--- config.mk ---
export PLATFORM = sky130hd
export DESIGN_NAME = seq_detect_ctrl
export DESIGN_NICKNAME = d
export VERILOG_FILES = /design/src/rtl/seq_detect_ctrl.sv
export SDC_FILE = /design/constraint.sdc
export NUM_CORES = 1
export LEC_CHECK = 0
export CAP_MARGIN = 20
export CORE_UTILIZATION = 30
export DETAILED_ROUTE_END_ITERATION = 16
export HOLD_SLACK_MARGIN = 0.1
export MAX_ROUTING_LAYER = met4
export SYNTH_ARGS = -nofsm -noshare
export SYNTH_HDL_FRONTEND = slang
export SYNTH_SLANG_ARGS = --single-unit
--- constraint.sdc ---
create_clock -name clk -period 3.2 [get_ports clk]
set_input_delay 0.32 -clock clk [delete_from_list [all_inputs] [get_ports clk]]
set_output_delay 0.32 -clock clk [all_outputs]
set_load 0.01 [all_outputs]
--- src/rtl/seq_detect_ctrl.sv ---
// seq_detect_ctrl: programmable serial-pattern detection controller.
//   Holds a run-time pattern/length/mode/target configuration, shifts qualified
//   serial bits into a history register while running, pulses dout on each match
//   and counts matches (saturating). Stops in DONE when the match target is hit.
//
// Optional feature macro: SEQ_DETECT_TIMEOUT_EN
//   defined   -> watchdog over qualified samples; TIMEOUT_CYC samples without a
//                match end the run in DONE with timeout = 1.
//   undefined -> no watchdog logic, timeout tied to 0, TIMEOUT_CYC not present.
//
// Ports:
//   clk, rst                 clock (posedge), synchronous active-high reset
//   cfg_valid, cfg_pat,      config write strobe and fields; accepted when
//   cfg_len, cfg_overlap,    cfg_ready is high (IDLE/DONE)
//   cfg_target
//   cfg_ready                combinational, high outside RUN
//   start, stop              begin a run / abort a run
//   din, din_valid           serial data and its qualifier
//   dout                     one-cycle match pulse (registered)
//   match_cnt                matches in the current run, saturating
//   busy, done, timeout      RUN / DONE status levels, watchdog-end flag
module seq_detect_ctrl #(
    parameter int unsigned       PAT_W       = 4,
    parameter int unsigned       LEN_W       = 3,
    parameter int unsigned       CNT_W       = 8,
    parameter logic [PAT_W-1:0]  DEFAULT_PAT = PAT_W'(4'b1001)
`ifdef SEQ_DETECT_TIMEOUT_EN
    ,
    parameter int unsigned       TIMEOUT_CYC = 64
`endif
) (
    input  logic             clk,
    input  logic             rst,
    input  logic             cfg_valid,
    input  logic [PAT_W-1:0] cfg_pat,
    input  logic [LEN_W-1:0] cfg_len,
    input  logic             cfg_overlap,
    input  logic [CNT_W-1:0] cfg_target,
    output logic             cfg_ready,
    input  logic             start,
    input  logic             stop,
    input  logic             din,
    input  logic             din_valid,
    output logic             dout,
    output logic [CNT_W-1:0] match_cnt,
    output logic             busy,
    output logic             done,
    output logic             timeout
);

    localparam logic [LEN_W-1:0] LEN_MAX = LEN_W'(PAT_W);

    typedef enum logic [1:0] {
        S_IDLE = 2'd0,
        S_RUN  = 2'd1,
        S_DONE = 2'd2
    } state_e;

    state_e           state_q, state_d;
    logic [PAT_W-1:0] pat_q, pat_d;
    logic [LEN_W-1:0] len_q, len_d;
    logic             overlap_q, overlap_d;
    logic [CNT_W-1:0] target_q, target_d;
    logic [PAT_W-1:0] hist_q, hist_d;
    logic [LEN_W-1:0] fill_q, fill_d;
    logic             dout_q, dout_d;
    logic [CNT_W-1:0] cnt_q, cnt_d;

`ifdef SEQ_DETECT_TIMEOUT_EN
    localparam int unsigned WD_W = $clog2(TIMEOUT_CYC + 1);
    logic [WD_W-1:0] wd_q, wd_d;
    logic            timeout_q, timeout_d;
`endif

    // Per-sample candidates used while running
    logic [PAT_W-1:0] hist_n;
    logic [LEN_W-1:0] fill_n;
    logic [PAT_W-1:0] len_mask;
    logic [CNT_W-1:0] cnt_n;
    logic             match;

    // Pattern length mask: bit i active when i < stored length
    always_comb begin
        len_mask = '0;
        for (int i = 0; i < int'(PAT_W); i++) begin
            len_mask[i] = (LEN_W'(i) < len_q);
        end
    end

    // Next-state, config, history and counter logic
    always_comb begin
        state_d   = state_q;
        pat_d     = pat_q;
        len_d     = len_q;
        overlap_d = overlap_q;
        target_d  = target_q;
        hist_d    = hist_q;
        fill_d    = fill_q;
        dout_d    = 1'b0;
        cnt_d     = cnt_q;
`ifdef SEQ_DETECT_TIMEOUT_EN
        wd_d      = wd_q;
        timeout_d = timeout_q;
`endif

        hist_n = {hist_q[PAT_W-2:0], din};
        fill_n = (fill_q >= LEN_MAX) ? fill_q : LEN_W'(fill_q + 1'b1);
        match  = (fill_n >= len_q) && ((hist_n & len_mask) == (pat_q & len_mask));
        cnt_n  = (cnt_q == '1) ? cnt_q : CNT_W'(cnt_q + 1'b1);

        case (state_q)
            S_IDLE, S_DONE: begin
                if (cfg_valid) begin
                    pat_d     = cfg_pat;
                    overlap_d = cfg_overlap;
                    target_d  = cfg_target;
                    if (cfg_len == '0) begin
                        len_d = LEN_W'(1);
                    end else if (cfg_len > LEN_MAX) begin
                        len_d = LEN_MAX;
                    end else begin
                        len_d = cfg_len;
                    end
                    state_d = S_IDLE;
`ifdef SEQ_DETECT_TIMEOUT_EN
                    timeout_d = 1'b0;
`endif
                end
                // start wins over the cfg-only DONE->IDLE move; new config applies
                if (start) begin
                    state_d = S_RUN;
                    hist_d  = '0;
                    fill_d  = '0;
                    cnt_d   = '0;
`ifdef SEQ_DETECT_TIMEOUT_EN
                    wd_d      = '0;
                    timeout_d = 1'b0;
`endif
                end
            end

            S_RUN: begin
                if (stop) begin
                    // Abort drops any same-cycle match
                    state_d = S_IDLE;
                end else if (din_valid) begin
                    hist_d = hist_n;
                    fill_d = fill_n;
                    if (match) begin
                        dout_d = 1'b1;
                        cnt_d  = cnt_n;
                        if (!overlap_q) begin
                            fill_d = '0;
                        end
                        if ((target_q != '0) && (cnt_n == target_q)) begin
                            state_d = S_DONE;
                        end
`ifdef SEQ_DETECT_TIMEOUT_EN
                        wd_d = '0;
`endif
                    end else begin
`ifdef SEQ_DETECT_TIMEOUT_EN
                        wd_d = WD_W'(wd_q + 1'b1);
                        if (wd_d == WD_W'(TIMEOUT_CYC)) begin
                            state_d   = S_DONE;
                            timeout_d = 1'b1;
                        end
`endif
                    end
                end
            end

            default: begin
                state_d = S_IDLE;
            end
        endcase
    end

    // State and datapath registers
    always_ff @(posedge clk) begin
        if (rst) begin
            state_q   <= S_IDLE;
            pat_q     <= DEFAULT_PAT;
            len_q     <= LEN_MAX;
            overlap_q <= 1'b0;
            target_q  <= '0;
            hist_q    <= '0;
            fill_q    <= '0;
            dout_q    <= 1'b0;
            cnt_q     <= '0;
        end else begin
            state_q   <= state_d;
            pat_q     <= pat_d;
            len_q     <= len_d;
            overlap_q <= overlap_d;
            target_q  <= target_d;
            hist_q    <= hist_d;
            fill_q    <= fill_d;
            dout_q    <= dout_d;
            cnt_q     <= cnt_d;
        end
    end

`ifdef SEQ_DETECT_TIMEOUT_EN
    // Watchdog registers
    always_ff @(posedge clk) begin
        if (rst) begin
            wd_q      <= '0;
            timeout_q <= 1'b0;
        end else begin
            wd_q      <= wd_d;
            timeout_q <= timeout_d;
        end
    end

    assign timeout = timeout_q;
`else
    assign timeout = 1'b0;
`endif

    assign cfg_ready = (state_q != S_RUN);
    assign dout      = dout_q;
    assign match_cnt = cnt_q;
    assign busy      = (state_q == S_RUN);
    assign done      = (state_q == S_DONE);

endmodule
## Yosys cells after proc, flatten, opt, wreduce, memory -nomap -nowiden

Cells that the tools add are included.

- Output and inout port bits: 13
- Flip-flop bits (word level): 33
- Logic and storage cells: 75
- Bits of input ports: 23

- Reductions and logical operators: 12
- Bitwise operators: 4
- Equality and inequality tests: 14
- $add $sub $neg: 2
- Order comparisons: 7
- Multiplexer cells: 27

Operators by type and width:

| kind | number |
|---|---|
| $mux W8 | 5 |
| $mux W3 | 11 |
| $pmux W8 S2 | 1 |
| $mux W2 | 6 |
| $pmux W3 S2 | 2 |
| $add A8 B1 Y8 const B | 1 |
| $and A4 B4 Y4 | 2 |
| $eq A8 B8 Y1 | 1 |
| $eq A8 B8 Y1 const B | 1 |
| $reduce_and A4 Y1 | 2 |
| $reduce_bool A8 Y1 | 1 |
| $lt A1 B3 Y1 const A | 2 |
| $lt A2 B3 Y1 const A | 2 |
| $ne A2 B2 Y1 const B | 3 |
| $ne A3 B2 Y1 const B | 2 |
| $ne A3 B3 Y1 const B | 2 |
| $reduce_and A5 Y1 | 1 |
| $eq A4 B4 Y1 | 1 |
| $ne A2 B1 Y1 const B | 2 |
| $pmux W2 S2 | 1 |
| $reduce_or A4 Y1 | 1 |
| $add A3 B1 Y3 const B | 1 |
| $ge A3 B3 Y1 | 1 |
| $ge A3 B3 Y1 const B | 1 |
| 11 further kinds | 13 |

## Logic depth before layout (Yosys ltp)

- Word-level depth: 9
- Mapped depth: 11
- Mapped depth without buffers: 10

## Least setup slack after synthesis

Ideal clock, no wire load.

- Path type: flip-flop to flip-flop
- From: register fill_q[0]
- To: register cnt_q[4] (netlist: match_cnt[4])
- Period minus slack after synthesis: 2.368 ns
- Required time: 3.114 ns
- Path buffers: 1
- Stages on the path, launching flop included: 12
- Data arrival time: 2.282 ns
- Setup time: 0.086 ns
- Slack: 0.832 ns
- Cells stage by stage: dfxtp_1 inv_1 ha_1 mux2_2 ha_1 o21ai_0 o21bai_1 nand4_1 o21ai_1 buf_2 a21oi_1 a211oi_1

- Word-level cells in the longest chain between the ends: 6
- Elaborated cells on any way between the ends: 7
- Classes of those cells: add/sub: 1; order compare: 2; eq/ne: 1; mux: 1; reduce/logical: 2

RTL lines:

| what | line | text |
|---|---|---|
| start, declared | 65 | `logic [LEN_W-1:0] fill_q, fill_d;` |
| start signal, assigned | 198 | `fill_q <= fill_d;` |
| $add A3 B1 Y3 / $ge A3 B3 Y1 (equally long branches) | 107 | `fill_n = (fill_q >= LEN_MAX) ? fill_q : LEN_W'(fill_q + 1'b1);` |
| $mux W3 * | 107 |  |
| $ge A3 B3 Y1 * | 108 | `match = (fill_n >= len_q) && ((hist_n & len_mask) == (pat_q & len_mask));` |
| $logic_and A1 B1 Y1 * | 108 |  |
| $ne A2 B1 Y1 (no source line) * | - |  |
| $reduce_and A5 Y1 (no source line) * | - |  |
| end signal, assigned | 200 | `cnt_q <= cnt_d;` |
| end, declared | 67 | `logic [CNT_W-1:0] cnt_q, cnt_d;` |

Mark *: on every way between the ends. The rest lies on a longest branch, timed or not.
A chain may end at the register's enable or synchronous reset.

## Final worst setup path

- From: register fill_q[0]
- To: register cnt_q[3] (netlist: match_cnt[3])

The elaborated chain is that of the path after synthesis.

==> impl_metrics.toml <==
[power_and_ir_drop]
p_leak_nw = 0.870
switchingPower_mw = 0.257
comb_power_share = 0.129
p_per_area_nw_per_um2 = 402
intPower_mw = 0.720
p_clk_frac = 0.421
ir_worst_vdd_uv = 291
p_seq_frac = 0.450
swShare = 0.263

[final_layout]
regArea_um2 = 661
nFillCells = 636
finalCoreUtilization = 0.401
n_antenna_cell = 0
fin_nets = 309
area_growth_pct = 26.1
final_layout_size_suffix_gt1_frac = 0.0854
multi_input_area_um2 = 1150

[critical_path]
crit_path_max_incr_delay_ns = 0.43
cp_slowest_cell = "dfxtp_1"
cp.arrival_ns = 2.75
cp_common_cell = "ha_1"
cp_max_fo = 13
criticalPathCategory = "register to register"
crit_family = "compound AO/OA/AOI/OAI gates"
cp.required_ns = 3.41
path_buf_inv = 2
worstPathCellList = "inv_1 -> ha_1 -> mux2_2 -> ha_1 -> o21ai_0 -> o21bai_1 -> nand4_1 -> o21ai_1 -> buf_4 -> a31oi_1 -> a211oi_1"
startpoint_type = "register"
end_kind = "register"

[global_route]
grt_first_pass_wirelength_um = 8140
grt_pass1_vias = 1811
antenna_found_initial = 0
grt_start_max_net_pins = 25
grt_overflow_total = 0
grt_use_total = 0.165

[die]
die_y_um = 82.1
placementRows = 28
io_pins = 36
start_util = 0.318
die_w_um = 82.1
coreArea_um2 = 6060
die_area_um2 = 6750

[placed_design]
gp_congestion = 0.809
hpwlAfterDp_um = 3490
portBuffers = 34

[yosys]
synth-edff-count = 0
avgSynthCellArea_um2 = 7.71
synthAdderAreaFrac = 0.0390
synth_top_area_cell = "dfxtp_1"
synthCells = 250
synth_fp_nets = 279
synthMuxAreaShare = 0.0162
synthDistinctLibCells = 51
yosys-top-cells-area = "dfxtp_1, nand2_1, a21oi_1, ha_1, nand3_1"
synth_top_area_share = 0.343
synth_top_family_by_area = "simple AND/OR/NAND/NOR gates"
yosysWarnings = 0
ys_seq_area_frac = 0.343
synth_compound_area_frac = 0.222
ys_ff_latch = 33
synth_xor_area_frac = 0.0455
synth-simple-area-share = 0.273
syn_area_um2 = 1930
async_reset_ff_frac = 0
synthFlopType = "dfxtp_1"

[clocking]
cts-root-buf = "clkbuf_8"
clk_latency_ns = 0.30
ctsResizeCount = 0
post_cts_hold_buffer_count = 0
cts_setup_buffers = 0
clock_path_buffers = 2
numCtsBuffers = 5
cts_tree = "done"
clkSinkCount = 33
clk_pin_slew_worst_paths_ns = 0.08
htree_levels = 2

[detailed_routing]
dr_wl_met3_um = 237
dr.max_layer_used = "met4"
ant_nets = 0
drt_iter0_drc = 145
drt_wl_total_um = 4740
drc = 0
wire_per_inst_um = 13.3
m1WireLength_um = 2180
routed_via_density = 5.18
wl_met2_um = 2240
dr.pass1.iters = 4
num_vias = 1844

[timing]
skew_ns = 0.0131
slew_violations = 0
max_freq_ghz = 0.393
tns_ns = 0
fin_crit_sh = 0.796
finalSetupViolCount = 0
max_slew.worst_pin.slew_ns = 0.890
hold_viol_final = 0
rsz0062_at_grt = "false"
period_minus_slack_ns = 2.55
slew_headroom = 0.405

[job]
maxCapViolCount = 0

[outcome]
status = "finished, final reports clean"

[min_path]
worstHoldPathType = "register to register"
==> layout by cell type (no fill, tap or decap), types with 2 or more instances in the layout <==
| cell | synthesis | layout |
|---|---|---|
| a211oi_1 | 6 | 6 |
| a21oi_1 | 27 | 27 |
| a311oi_1 | 3 | 3 |
| a31oi_1 | 6 | 6 |
| and2_1 | 2 | 2 |
| and3_1 | 2 | 2 |
| and3_2 | 2 | 2 |
| and4_1 | 2 | 2 |
| buf_4 | 2 | 4 |
| clkbuf_8 | 0 | 5 |
| clkdlybuf4s50_1 | 0 | 34 |
| dfxtp_1 | 33 | 33 |
| ha_1 | 6 | 6 |
| inv_1 | 10 | 10 |
| mux2i_1 | 2 | 2 |
| nand2_1 | 44 | 44 |
| nand2b_1 | 4 | 4 |
| nand3_1 | 13 | 13 |
| nand3b_1 | 3 | 3 |
| nand4_1 | 2 | 2 |
| nor2_1 | 11 | 11 |
| nor2b_1 | 4 | 4 |
| nor3_1 | 8 | 8 |
| o2111ai_1 | 3 | 3 |
| o21a_1 | 2 | 2 |
| o21ai_0 | 7 | 7 |
| o21ai_1 | 2 | 2 |
| xnor2_1 | 6 | 6 |
| xor2_1 | 4 | 4 |
==> state kept, by name, indices dropped and copies added (netlist names) <==
| signal | cells |
|---|---|
| state_q | 2 |
| match_cnt | 8 |
| len_q | 3 |
| overlap_q | 1 |
| target_q | 8 |
| dout | 1 |
| hist_q | 3 |
| pat_q | 4 |
| fill_q | 3 |
==> worst min-delay path, cell delays in order (launching register included) <==
cell	delay (ns)
dfxtp_1	0.32
nand2_1	0.05
a21oi_1	0.05
==> final cells by class <==
class	instances	share of cell area
multi-input combinational	192	0.474
sequential	33	0.272
clock buffer	5	0.0283
tap	75	0.0386
timing repair buffer	38	0.152
clock inverter	3	0.0191
inverter	10	0.0154
==> routing by layer <==
layer / GRT usage / vias up
met5: - / -
met4: 0.0649 / 0
met3: 0.0330 / 9
met2: 0.273 / 50
met1: 0.197 / 838
li1: - / 947
==> worst paths after layout <==
check	to	from	cells past startpoint	slack (ns)
setup / recovery	match_cnt[3]$_SDFFE_PP0P_	fill_q[0]$_SDFFE_PP0P_	11	0.65
hold / removal	overlap_q$_SDFFE_PP0P_	overlap_q$_SDFFE_PP0P_	2	0.47
setup reg to reg	match_cnt[3]$_SDFFE_PP0P_	fill_q[0]$_SDFFE_PP0P_	11	0.65
hold reg to reg	overlap_q$_SDFFE_PP0P_	overlap_q$_SDFFE_PP0P_	2	0.47
==> kinds of logic (layout without fill, tap and decap cells) <==
| kind of cell | after synthesis | count (layout) |
|---|---|---|
| AOI/OAI and AO/OA | 67 | 67 |
| xor gates and xnor gates | 10 | 10 |
| adders and majority gates | 6 | 6 |
| buffers and inverters | 25 | 56 |
| DFF | 33 | 33 |
| muxes | 3 | 3 |
| other | 1 | 1 |
| and+or+nand+nor | 105 | 105 |
==> stage by stage <==
step / instance area [µm²] / hold WS (ns) / power (mW) / setup WS [ns] / cells
finish: 2430 / 0.470 / 0.976 / 0.653 / 356
global route: 2430 / 0.492 / 1.02 / 0.370 / 356
CTS: 2430 / 0.472 / 0.985 / 0.619 / 356
detailed placement: 2310 / 0.457 / 0.576 / 0.662 / 348
global placement: 2310 / 0.459 / 0.574 / 0.730 / 348
floorplan: 1930 / 0.437 / 0.521 / 0.832 / 250
==> power by group through the flow <==
stage               Sequential [mW]  Combinational, mW  Clock (mW)
floorplan                     0.445             0.0758           0
global placement              0.449              0.125           0
detailed placement            0.449              0.126           0
CTS                           0.440              0.127       0.418
global route                  0.442              0.142       0.437
finish                        0.440              0.126       0.411
==> synthesized netlist by cell type (2+ instances only) <==
cell / instances
a31oi_1: 6
nor2b_1: 4
and2_1: 2
a211oi_1: 6
o2111ai_1: 3
o21ai_0: 7
and4_1: 2
nand2b_1: 4
clkbuf_1: 8
a311oi_1: 3
nor2_1: 11
inv_1: 10
buf_4: 2
buf_2: 4
and3_1: 2
nand3b_1: 3
xor2_1: 4
o21ai_1: 2
nand3_1: 13
nand4_1: 2
and3_2: 2
o21a_1: 2
xnor2_1: 6
dfxtp_1: 33
nand2_1: 44
mux2i_1: 2
nor3_1: 8
ha_1: 6
a21oi_1: 27
Power figures use the tool's default switching activity.
